`config.mk`:
```
export PLATFORM = sky130hd
export DESIGN_NAME = sum_ascii_framer
export DESIGN_NICKNAME = d
export VERILOG_FILES = /design/src/rtl/sum_ascii_framer.sv
export SDC_FILE = /design/constraint.sdc
export NUM_CORES = 1
export LEC_CHECK = 0
export CAP_MARGIN = 20
export CORE_MARGIN = 5
export CORE_UTILIZATION = 42
export CTS_CLUSTER_DIAMETER = 30
export CTS_CLUSTER_SIZE = 10
export DETAILED_ROUTE_END_ITERATION = 6
export PLACE_DENSITY = 0.69
export SLEW_MARGIN = 20
export SYNTH_ARGS = -nofsm -noshare
export SYNTH_HDL_FRONTEND = slang
export SYNTH_SLANG_ARGS = --single-unit
```
`constraint.sdc`:
```
create_clock -name clk -period 2.3 [get_ports clk]
set_input_delay 0.69 -clock clk [delete_from_list [all_inputs] [get_ports clk]]
set_output_delay 0.69 -clock clk [all_outputs]
set_load 0.005 [all_outputs]
```
`src/rtl/sum_ascii_framer.sv`:
```
// Reports a 5-bit sum over a UART byte interface as two ASCII decimal digits,
// optionally followed by CR/LF, with a bounded wait for the transmitter's busy acknowledge.
module sum_ascii_framer #(
    parameter int unsigned EOL_EN      = 1,
    parameter int unsigned ACK_TIMEOUT = 15
) (
    input  logic       clk,
    input  logic       reset_n,
    input  logic [4:0] sum,
    input  logic       send,
    input  logic       uart_tx_busy,
    output logic       uart_tx_en,
    output logic [7:0] uart_tx_data,
    output logic       busy,
    output logic       done
);

    localparam int unsigned NUM_BYTES = (EOL_EN != 0) ? 4 : 2;
    localparam int unsigned IDX_W     = 2;
    localparam int unsigned TMR_W     = (ACK_TIMEOUT > 1) ? $clog2(ACK_TIMEOUT) : 1;
    localparam logic [IDX_W-1:0] IDX_LAST = IDX_W'(NUM_BYTES - 1);
    localparam logic [TMR_W-1:0] TMR_LAST = TMR_W'((ACK_TIMEOUT > 0) ? ACK_TIMEOUT - 1 : 0);

    typedef enum logic [2:0] {
        S_IDLE,
        S_ISSUE,
        S_WAIT_ACK,
        S_WAIT_DONE,
        S_FINISH
    } state_t;

    state_t           state_q, state_d;
    logic [4:0]       value_q, value_d;
    logic [IDX_W-1:0] idx_q, idx_d;
    logic [TMR_W-1:0] tmr_q, tmr_d;
    logic             en_d;
    logic [7:0]       data_d;
    logic             busy_d;
    logic             done_d;

    logic [1:0]       tens;
    logic [3:0]       ones;
    logic [7:0]       cur_byte;

    // Binary to two decimal digits; the value never exceeds 31, so tens is 0..3.
    always_comb begin
        tens = 2'd0;
        ones = 4'(value_q);
        if (value_q >= 5'd30) begin
            tens = 2'd3;
            ones = 4'(value_q - 5'd30);
        end else if (value_q >= 5'd20) begin
            tens = 2'd2;
            ones = 4'(value_q - 5'd20);
        end else if (value_q >= 5'd10) begin
            tens = 2'd1;
            ones = 4'(value_q - 5'd10);
        end
    end

    // Byte selected by the frame position.
    always_comb begin
        case (idx_q)
            2'd0:    cur_byte = {6'b001100, tens};
            2'd1:    cur_byte = {4'h3, ones};
            2'd2:    cur_byte = 8'h0D;
            default: cur_byte = 8'h0A;
        endcase
    end

    // Next-state and next-output logic.
    always_comb begin
        state_d = state_q;
        value_d = value_q;
        idx_d   = idx_q;
        tmr_d   = tmr_q;
        en_d    = 1'b0;
        data_d  = uart_tx_data;
        busy_d  = busy;
        done_d  = 1'b0;

        case (state_q)
            S_IDLE: begin
                if (send) begin
                    value_d = sum;
                    idx_d   = '0;
                    tmr_d   = '0;
                    busy_d  = 1'b1;
                    state_d = S_ISSUE;
                end
            end
            S_ISSUE: begin
                tmr_d = '0;
                if (!uart_tx_busy) begin
                    en_d    = 1'b1;
                    data_d  = cur_byte;
                    state_d = S_WAIT_ACK;
                end
            end
            S_WAIT_ACK: begin
                // A transmitter that never acknowledges must not stall the frame.
                if (uart_tx_busy || (tmr_q == TMR_LAST)) begin
                    tmr_d   = '0;
                    state_d = S_WAIT_DONE;
                end else begin
                    tmr_d = tmr_q + TMR_W'(1);
                end
            end
            S_WAIT_DONE: begin
                if (!uart_tx_busy) begin
                    if (idx_q == IDX_LAST) begin
                        state_d = S_FINISH;
                    end else begin
                        idx_d   = idx_q + IDX_W'(1);
                        state_d = S_ISSUE;
                    end
                end
            end
            S_FINISH: begin
                done_d  = 1'b1;
                busy_d  = 1'b0;
                idx_d   = '0;
                state_d = S_IDLE;
            end
            default: begin
                busy_d  = 1'b0;
                state_d = S_IDLE;
            end
        endcase
    end

    // State, datapath and output registers.
    always_ff @(posedge clk or negedge reset_n) begin
        if (!reset_n) begin
            state_q      <= S_IDLE;
            value_q      <= '0;
            idx_q        <= '0;
            tmr_q        <= '0;
            uart_tx_en   <= 1'b0;
            uart_tx_data <= 8'h00;
            busy         <= 1'b0;
            done         <= 1'b0;
        end else begin
            state_q      <= state_d;
            value_q      <= value_d;
            idx_q        <= idx_d;
            tmr_q        <= tmr_d;
            uart_tx_en   <= en_d;
            uart_tx_data <= data_d;
            busy         <= busy_d;
            done         <= done_d;
        end
    end

endmodule

```
* Word-level counts from Yosys, hierarchy flattened
Cells that the tools add are included.
** Storage, ports and cells
- Register bits after elaboration :: 25
- Word-level logic and storage cells :: 68
** Operators by class
- $add $sub $neg :: 5
- Magnitude comparators :: 3
- Equality and inequality tests :: 13
- Muxes and demuxes :: 25
- Bitwise operators :: 2
- Reduce and logical (&&, ||, !) cells :: 12
** Operators by type and width (number)
- 4-bit 2-to-1 mux :: 5
- 6-bit one-hot mux with 3 select lines :: 1
- 3-bit 2-to-1 mux :: 5
- 3-bit one-hot mux with 4 select lines :: 1
- 4-bit one-hot mux with 3 select lines :: 1
- 5-bit greater-or-equal comparator, second input constant :: 2
- 2-bit 2-to-1 mux :: 5
- 2-bit inequality test, second input constant :: 5
- 2-bit AND reduction :: 4
- 4-bit AND reduction :: 2
- 4-bit subtractor, second input constant :: 2
- 3-bit by 2-bit == test with 1-bit output, second input constant :: 2
- 2-bit one-hot mux with 3 select lines :: 1
- 3-bit nonzero test :: 2
- 5-bit by 4-bit greater-or-equal comparator with 1-bit output, second input constant :: 1
- 1-bit 2-to-1 mux :: 5
- 4-bit by 1-bit adder with 4-bit output, second input constant :: 1
- 2-bit == test, second input constant :: 2
- 4-bit == test, second input constant :: 1
- 4-bit by 3-bit subtractor with 4-bit output, second input constant :: 1
- 3-bit by 1-bit == test with 1-bit output, second input constant :: 1
- 3-bit == test, second input constant :: 1
- 3-bit logical NOT :: 1
- 3-bit OR reduction :: 1
- other kinds (6) :: 7

* Depth between registers and ports, before layout
Gate-level depths: netlist (run 1).
- Depth after elaboration :: 5
- Gate-level depth with buffers :: 7

* Least setup slack after synthesis (run 1)
OpenSTA, ideal clock, no wires.
- Kind :: register to register
- Start :: register value_q[1]
- End :: register uart_tx_data[0]
- Setup time :: 0.121 ns
- Data arrival time :: 1.694 ns
- Data required time :: 2.179 ns
- Slack :: 0.485 ns
- Stages on the path, launching flop included :: 8
- Path buffers :: 0
- Clock period less this slack :: 1.815 ns
- Cell sequence :: dfrtp_1 inv_1 ha_1 nor2b_4 a311oi_2 o21ai_2 a221o_1 a22o_1
** Between the ends
- Cells in the longest elaborated chain, start to end :: 5
- Elaborated cells between the ends (all ways) :: 10
- Classes of those cells :: order compare (3); mux (7)
** RTL lines
- start, declared :: line 33 : logic [4:0] value_q, value_d;
- start signal, assigned :: line 145 : value_q <= value_d;
- 5-bit by 4-bit greater-or-equal comparator with 1-bit output :: line 55 : end else if (value_q >= 5'd10) begin
- 4-bit 2-to-1 mux or 1-bit 2-to-1 mux (tied branches) :: line 55
- 4-bit 2-to-1 mux or 2-bit 2-to-1 mux (tied branches) :: line 52 : end else if (value_q >= 5'd20) begin
- 4-bit 2-to-1 mux or 2-bit 2-to-1 mux (tied branches) :: line 49 : if (value_q >= 5'd30) begin
- 6-bit one-hot mux with 3 select lines (*) :: line 63 : case (idx_q)
- end signal, assigned :: line 149 : uart_tx_data <= data_d;
- end, declared :: line 13 : output logic [7:0] uart_tx_data,
Mark *: on every way between the ends. The rest lies on a longest branch, timed or not.
A chain may end at the register's enable or synchronous reset.

* Worst setup path after layout (run 1)
- Start :: register value_q[1]
- End :: register uart_tx_data[3]
** Between the ends
- Cells in the longest elaborated chain, start to end :: 5
- Elaborated cells between the ends (all ways) :: 10
- Classes of those cells :: add/sub (3); order compare (3); mux (4)
** RTL lines (line)
- 4-bit subtractor or 5-bit by 4-bit greater-or-equal comparator with 1-bit output (tied branches) :: 57, 55
- 4-bit 2-to-1 mux :: 55
- 4-bit 2-to-1 mux :: 52
- 4-bit 2-to-1 mux (*) :: 49
- 6-bit one-hot mux with 3 select lines (*) :: 63
Marked as above.

==> flow_metrics.py, run 1 <==
metrics = {
    "status": {
        "outcome": "finished clean",
    },
    "worst_hold_path": {
        "min-delay-path-class": "register to register",
        "min_to": "tmr_q[3]",
        "holdPathStages": 1,
        "hp-start": "tmr_q[3]",
    },
    "setup_path": {
        "critical-path-max-stage-delay_ns": 0.51,
        "cp-end-kind": "register",
        "crit_type": "register to register",
        "regToRegSetupSlack_ns": 0.27,
        "critical_path.top_delay_family": "compound AO/OA/AOI/OAI gates",
        "rr_startpoint": "value_q[1]",
        "worstPathCellList": "inv_1 -> ha_1 -> nor2b_1 -> o31ai_1 -> mux2i_1 -> a21oi_1 -> o31ai_1",
        "worstPathMaxFanout": 5,
        "start_kind": "register",
        "r2r_end": "uart_tx_data[3]",
        "cp.required_ns": 2.52,
        "worstPathArrival_ns": 2.25,
        "worst-path-buf-inv": 1,
        "crit_start": "value_q[1]",
        "slowest_stage": "dfrtp_1",
        "ff2ff_path_depth": 7,
        "path_common_cell": "o31ai_1",
    },
    "floorplan": {
        "core_sq_um": 3053,
        "start_util_pct": 44.06,
        "die_w_um": 66.59,
        "die_y_um": 66.59,
        "io_pins": 20,
        "die_area_sq_um": 4434,
        "row_count": 20,
    },
    "clock_tree": {
        "cts.repair.resized": 0,
        "htreeDepth": 1,
        "cts_hold_buf": 0,
        "postCtsSetupBuffers": 0,
        "clk_pin_slew_ns": 0.13,
        "root_buffer": "clkbuf_4",
        "cts_buffers": 3,
        "cts_buffer_depth": 2,
        "cts_tree": "built",
        "clock_sinks": 22,
        "clock_latency_ns": 0.30,
    },
    "logic_synthesis": {
        "synth_area_leaders": "dfrtp_1 41%, ha_1 10%, o21ai_0 4.8%",
        "synth_area_sq_um": 1345,
        "synthArstFlopShare_pct": 100.0,
        "ys_ff_latch": 22,
        "synth_top_area_cell": "dfrtp_1",
        "netlist_instances": 140,
        "syn_avg_cell_area_sq_um": 9.607,
        "synth_cell_types": 41,
        "synth_most_common_cell": "dfrtp_1",
        "synth_common_cells": "22 x dfrtp_1, 13 x o21ai_0, 12 x inv_1, 12 x nand2_1, 12 x nor2_1",
        "synth_top_cell_area_share_pct": 40.93,
        "yosys_warnings": 0,
        "yosysSeqAreaShare_pct": 40.93,
        "synth-edff-count": 0,
        "ys.flop_type": "dfrtp_1",
    },
    "detailed_routing": {
        "wirelength_um": 2616,
        "via_count": 1023,
        "dr.first_iter.drc_count": 57,
        "ant_nets": 0,
        "avgViaCountPerCell": 5.064,
        "post_drt_wl_per_cell_um": 12.95,
        "route.detailed.drc": 0,
        "firstDrtPassIters": 4,
    },
    "placed_design": {
        "hpwl_um": 2064,
        "gp_congestion": 0.7657,
        "io_buffers": 17,
    },
    "grt": {
        "antenna_found_initial": 0,
        "top_usage_layer": "met2",
        "grt_pass1_vias": 1000,
        "grt.total_usage_pct": 13.22,
        "grt_max_degree": 23,
        "grtUsageMet2_pct": 22.77,
        "grt_util_met1_pct": 16.88,
        "grt_pass1_wl_um": 4567,
        "grt_use_met3_pct": 2.192,
        "grt_overflow_total": 0,
    },
    "finish": {
        "syn2layout_area_growth_pct": 17.86,
        "drive_above_1_share_pct": 9.494,
        "fill_cells": 313,
        "nNetsFinal": 179,
        "diodes": 0,
    },
    "sta": {
        "fin_skew_ns": 0.01072,
        "finalSetupTns_ns": 0,
        "drv_slew": 0,
        "finalHoldViolations": 0,
        "whs_ns": 0.4853,
        "fin_crit_ns": 2.027,
        "fin_crit_sh_pct": 88.11,
        "rsz0062_at_grt": "no",
        "setup_violations": 0,
        "max_freq_mhz": 493.4,
    },
    "job": {
        "max_cap_violations": 0,
    },
    "pwr": {
        "p_leak_nw": 0.6835,
        "powerDensity_nw_per_um2": 1167,
        "irDropWorstVdd_uv": 422.8,
        "p_total_mw": 1.851,
    },
}
## per-stage QoR
stage / instances / worst slack (ns) / utilization [%] / instance area (sq um)
global placement: 198 / 0.2511 / 50.74 / 1549
global route: 202 / 0.02821 / 51.93 / 1585
finish: 202 / 0.2734 / 51.93 / 1585
CTS: 202 / 0.2291 / 51.93 / 1585
floorplan: 141 / 0.4847 / - / 1349
detailed placement: 198 / 0.1882 / 50.74 / 1549
## registers in the layout, indices dropped and copies added, names as in the netlist
signal and count:
busy 1, state_q 3, value_q 5, done 1, idx_q 2, uart_tx_en 1
tmr_q 4, uart_tx_data 5
## area by class of cell
type / instances / area (sq um) / area share, %
Timing Repair Buffer: 20 / 192.7 / 12.15
Tap cell: 44 / 55.05 / 3.473
Clock buffer: 4 / 36.28 / 2.289
Inverter: 12 / 45.04 / 2.841
Multi-Input combinational cell: 100 / 705.7 / 44.51
Sequential cell: 22 / 550.5 / 34.73
## worst max path at each step
| stage | endpoint | slack [ns] | depth (start not counted) |
|---|---|---|---|
| global placement | uart_tx_data[1] | 0.25 | 7 |
| global route | uart_tx_data[3] | 0.03 | 7 |
| detailed placement | uart_tx_data[1] | 0.19 | 7 |
| CTS | uart_tx_data[3] | 0.23 | 7 |
| floorplan | uart_tx_data[0] | 0.48 | 7 |
| finish | uart_tx_data[3] | 0.27 | 7 |
## layer usage
metal | share of wire [%] | vias up
li1 | - | 523
met1 | 46 | 486
met2 | 50 | 12
met3 | 3.4 | 2
met4 | 0.57 | 0
met5 | 0 | -
## cell families after synthesis
group | share of synthesized area (%)
simple gates | 13.77
other cells | 0.2788
flops | 40.93
buf+inv | 6.883
fa+ha+maj | 10.23
compound gates | 23.44
xor+xnor | 1.303
mux | 3.163
## layout by cell type, fill, tap and decap left out, drive strengths merged, types with 2 or more instances in the layout
cell,Yosys,final
nor2,12,12
buf,6,3
nand2,12,12
conb,1,2
a41oi,2,2
dfrtp,22,22
nor3,2,2
o21ai,14,14
a211oi,2,2
clkbuf,1,4
nand3,3,3
and3,2,2
a21boi,2,2
a21oi,5,5
xnor2,2,2
nor2b,4,4
ha,11,11
o211ai,2,2
mux2i,2,2
mux2,2,2
clkdlybuf4s50,0,17
o31ai,6,6
inv,12,12
## power by group
group | switching (mW) | total, mW | internal (mW)
combinational | 0.437 | 0.910 | 0.473
sequential | 0.205 | 0.726 | 0.521
clock | 0.118 | 0.215 | 0.0965
(Power assumes the default switching activity.)
==> inputs of run 2 (changes only) <==
- PLACE_DENSITY: 0.69 -> 0.72
- clock period: 2.3 -> 1.6 ns (I/O delays scaled with it)
==> flow_metrics.py, run 2 (synthesis gave the netlist of run 1 again) <==
metrics = {
    "detailed_routing": {
        "via_count": 1180,
        "post_drt_wl_per_cell_um": 13.14,
        "avgViaCountPerCell": 5.108,
        "dr.first_iter.drc_count": 54,
        "firstDrtPassIters": 4,
        "route.detailed.drc": 0,
        "ant_nets": 0,
        "wirelength_um": 3035,
    },
    "clock_tree": {
        "htreeDepth": 1,
        "clock_latency_ns": 0.31,
        "root_buffer": "clkbuf_4",
        "clk_pin_slew_ns": 0.14,
        "cts_buffer_depth": 2,
        "clock_sinks": 22,
        "cts_hold_buf": 0,
        "cts_buffers": 3,
        "cts_tree": "built",
    },
    "sta": {
        "rsz0062_at_grt": "yes",
        "finalHoldViolations": 0,
        "drv_slew": 0,
        "max_freq_mhz": 585.6,
        "whs_ns": 0.4855,
        "setup_violations": 4,
        "fin_skew_ns": 0.01435,
        "fin_crit_ns": 1.708,
        "setup_slack_ns": -0.1078,
        "fin_crit_sh_pct": 106.7,
    },
    "pwr": {
        "p_total_mw": 3.299,
        "powerDensity_nw_per_um2": 1755,
        "p_leak_nw": 0.8400,
        "irDropWorstVdd_uv": 809.9,
    },
    "floorplan": {
        "die_area_sq_um": 4434,
        "io_pins": 20,
        "die_y_um": 66.59,
        "row_count": 20,
        "die_w_um": 66.59,
        "start_util_pct": 44.06,
        "core_sq_um": 3053,
    },
    "grt": {
        "top_usage_layer": "met2",
        "grt_max_degree": 23,
        "grt_pass1_vias": 1200,
        "grt_use_met3_pct": 2.192,
        "grt_overflow_total": 0,
        "grt_util_met1_pct": 19.14,
        "grt_pass1_wl_um": 5264,
        "grtUsageMet2_pct": 25.99,
        "grt.total_usage_pct": 15.23,
        "antenna_found_initial": 0,
    },
    "finish": {
        "fill_cells": 276,
        "largestRegisters": "uart_tx_data x5, value_q x5, tmr_q x4",
        "drive_above_1_share_pct": 30.48,
        "final_cell_mix": "31 x buf_4, 20 x dfrtp_1, 13 x o21ai_0, 12 x nor2_1, 12 x nand2_1",
        "final_core_util_pct": 61.56,
        "final_area_sq_um": 1879,
        "syn2layout_area_growth_pct": 39.72,
        "diodes": 0,
        "layout_commonest_cell": "buf_4",
        "nNetsFinal": 208,
    },
    "job": {
        "max_cap_violations": 0,
    },
    "placed_design": {
        "io_buffers": 17,
        "place_area_sq_um": 1739,
        "placement.setup.worst_slack_ns": -0.1884,
        "gp_congestion": 0.8961,
        "hpwl_um": 2331,
    },
    "setup_path": {
        "crit_type": "register to register",
        "regToRegSetupSlack_ns": -0.11,
        "worstPathMaxFanout": 4,
        "r2r_end": "uart_tx_data[0]",
        "ff2ff_path_depth": 6,
        "rr_startpoint": "value_q[2]",
        "crit_start": "value_q[2]",
        "cp-end-kind": "register",
        "cp.required_ns": 1.82,
        "start_kind": "register",
        "endpoint": "uart_tx_data[0]",
        "worstPathArrival_ns": 1.93,
    },
    "worst_hold_path": {
        "min-delay-path-class": "primary input to async pin",
    },
    "status": {
        "outcome": "complete, but fails checks",
        "violations": "setup timing",
    },
}
[run 2: power breakdown]
part	switching [mW]	leakage, nW	internal (mW)
Combinational	0.875	0.543	1.09
Sequential	0.269	0.276	0.754
Clock	0.174	0.0210	0.139
[run 2: area by class of cell]
class	count	area (sq um)	share of cell area [%]
inverters	12	50.05	2.663
flip-flops and latches	22	553.0	29.43
multi-input cells	100	780.7	41.54
repair buffers	49	404.1	21.50
well taps	44	55.05	2.929
clock buffers	4	36.28	1.931
[run 2: metal layers]
metal / vias up / share of wire (%)
li1: 588 / -
met1: 568 / 47
met2: 18 / 50
met4: 0 / 1.3
met5: - / 0
met3: 6 / 2.0
[run 2: worst min path at each step]
| stage | cells past startpoint | slack (ns) | to |
|---|---|---|---|
| CTS | 1 | 0.49 | tmr_q[3] |
| global placement | 1 | 0.47 | tmr_q[3] |
| detailed placement | 1 | 0.46 | tmr_q[3] |
| finish | 2 | 0.49 | idx_q[0] |
| global route | 2 | 0.51 | idx_q[0] |
| floorplan | 0 | 0.18 | busy |
[run 2: worst max-delay path, stage by stage, from the launching register on]
cell and delay, ns:
dfrtp_2 0.50, ha_4 0.19, and3_4 0.18, a41oi_4 0.20, o21ai_2 0.10, a221o_1 0.30, a22o_1 0.17
[run 2: what timing repair did]
action	in CTS	in global routing
pin swaps	5	3
endpoints found under the setup margin	13	5
setup buffers	8	1
gates resized for setup	13	7
[run 2: per-stage QoR]
step	instances	setup TNS (ns)
floorplan	141	-0.1533
global placement	218	-1.375
detailed placement	218	-1.968
CTS	230	-0.1920
global route	231	-0.5297
finish	231	-0.2072
==> inputs of run 3 (changes only) <==
- CORE_MARGIN: 5 -> default
==> flow_metrics.py, run 3 (synthesis gave the netlist of run 1 again) <==
metrics = {
    "clock_tree": {
        "cts_hold_buf": 0,
        "root_buffer": "clkbuf_4",
        "cts_buffers": 3,
        "clock_sinks": 22,
        "clock_latency_ns": 0.30,
        "cts_tree": "built",
        "clk_pin_slew_ns": 0.12,
        "htreeDepth": 1,
        "cts_buffer_depth": 2,
    },
    "setup_path": {
        "start_kind": "register",
        "r2r_end": "uart_tx_data[0]",
        "crit_type": "register to register",
        "worstPathArrival_ns": 1.99,
        "crit_start": "value_q[2]",
        "rr_startpoint": "value_q[2]",
        "cp-end-kind": "register",
        "endpoint": "uart_tx_data[0]",
        "ff2ff_path_depth": 7,
        "regToRegSetupSlack_ns": -0.19,
        "worstPathMaxFanout": 5,
        "cp.required_ns": 1.80,
    },
    "placed_design": {
        "hpwl_um": 2274,
        "io_buffers": 17,
        "placedCellCount": 223,
        "gp_congestion": 0.8615,
        "place_area_sq_um": 1777,
    },
    "grt": {
        "grt_overflow_total": 0,
        "grt_max_degree": 23,
        "grt.total_usage_pct": 20.04,
        "antenna_found_initial": 0,
        "grt_pass1_wl_um": 5161,
        "grt_pass1_vias": 1203,
    },
    "detailed_routing": {
        "avgViaCountPerCell": 4.945,
        "post_drt_wl_per_cell_um": 12.75,
        "wirelength_um": 3034,
        "route.detailed.drc": 0,
        "via_count": 1177,
        "dr.first_iter.drc_count": 42,
        "ant_nets": 0,
        "firstDrtPassIters": 4,
    },
    "finish": {
        "drive_above_1_share_pct": 31.96,
        "layout_commonest_cell": "buf_4",
        "final_cell_mix": "38 x buf_4, 20 x dfrtp_1, 13 x o21ai_0, 12 x nor2_1, 12 x nand2_1",
        "largestRegisters": "uart_tx_data x5, value_q x5, tmr_q x4",
        "final_cells": 238,
        "nNetsFinal": 215,
        "final_area_sq_um": 1913,
        "diodes": 0,
        "syn2layout_area_growth_pct": 42.23,
    },
    "sta": {
        "finalHoldViolations": 0,
        "setup_slack_ns": -0.1864,
        "max_freq_mhz": 559.8,
        "setup_violations": 4,
        "drv_slew": 0,
        "fin_crit_sh_pct": 111.7,
        "fin_skew_ns": 0.004217,
        "fin_crit_ns": 1.786,
        "rsz0062_at_grt": "yes",
    },
    "floorplan": {
        "core_sq_um": 3053,
        "die_y_um": 58.59,
        "start_util_pct": 44.06,
        "die_area_sq_um": 3433,
        "die_w_um": 58.59,
        "io_pins": 20,
        "row_count": 20,
    },
    "job": {
        "max_cap_violations": 0,
    },
    "status": {
        "outcome": "complete, but fails checks",
        "violations": "setup timing",
    },
    "pwr": {
        "powerDensity_nw_per_um2": 1772,
        "irDropWorstVdd_uv": 750.4,
        "p_leak_nw": 0.8759,
    },
    "worst_hold_path": {
        "min-delay-path-class": "register to register",
    },
}
[run 3: critical path, stage by stage, from the launching register on]
cell and delay, ns:
dfrtp_2 0.48, buf_6 0.14, ha_4 0.15, and3_4 0.18, a41oi_4 0.19, o21ai_2 0.09
a221o_1 0.29, a22o_1 0.18
[run 3: how the worst min path moves through the flow]
stage / start / endpoint / slack [ns] / cells after the start
finish: busy / busy / 0.49 / 1
global route: tmr_q[3] / tmr_q[3] / 0.52 / 1
CTS: tmr_q[3] / tmr_q[3] / 0.50 / 1
detailed placement: tmr_q[3] / tmr_q[3] / 0.48 / 1
global placement: tmr_q[3] / tmr_q[3] / 0.46 / 1
floorplan: reset_n / busy / 0.18 / 0
[run 3: layout make-up]
type,instances,area [sq um]
clock buffer,4,26.28
fill,287,1140
inverter,12,47.55
multi-input combinational,100,775.7
sequential,22,553.0
tap,44,55.05
timing repair buffer,56,455.4
[run 3: routing by layer]
layer  part of all wire, %  vias up  track usage, %
li1                      -      595               -
met1                    45      562           23.33
met2                    52       16           36.95
met3                   1.9        4           2.418
met4                   1.4        0           8.503
met5                     0        -               0
[run 3: timing repair]
item	CTS	global route
gates resized for setup	14	3
pin swaps	5	1
setup endpoints to repair	13	4
endpoints found under the hold margin	0	0
buffers inserted	7	4
[run 3: power breakdown]
part | switching (mW) | internal (mW)
clock | 0.159 | 0.0972
sequential | 0.222 | 0.755
combinational | 0.954 | 1.20
[run 3: through the flow]
stage | hold slack [ns] | TNS, ns | power, mW | utilization [%] | setup WS, ns
floorplan | 0.1844 | -0.1533 | 2.068 | - | -0.1077
global placement | 0.4641 | -1.602 | 2.806 | 58.20 | -0.1684
detailed placement | 0.4774 | -2.208 | 2.890 | 58.20 | -0.2202
CTS | 0.4969 | -0.3743 | 3.252 | 61.02 | -0.1179
global route | 0.5222 | -0.8507 | 3.680 | 62.66 | -0.2479
finish | 0.4940 | -0.5154 | 3.390 | 62.66 | -0.1864
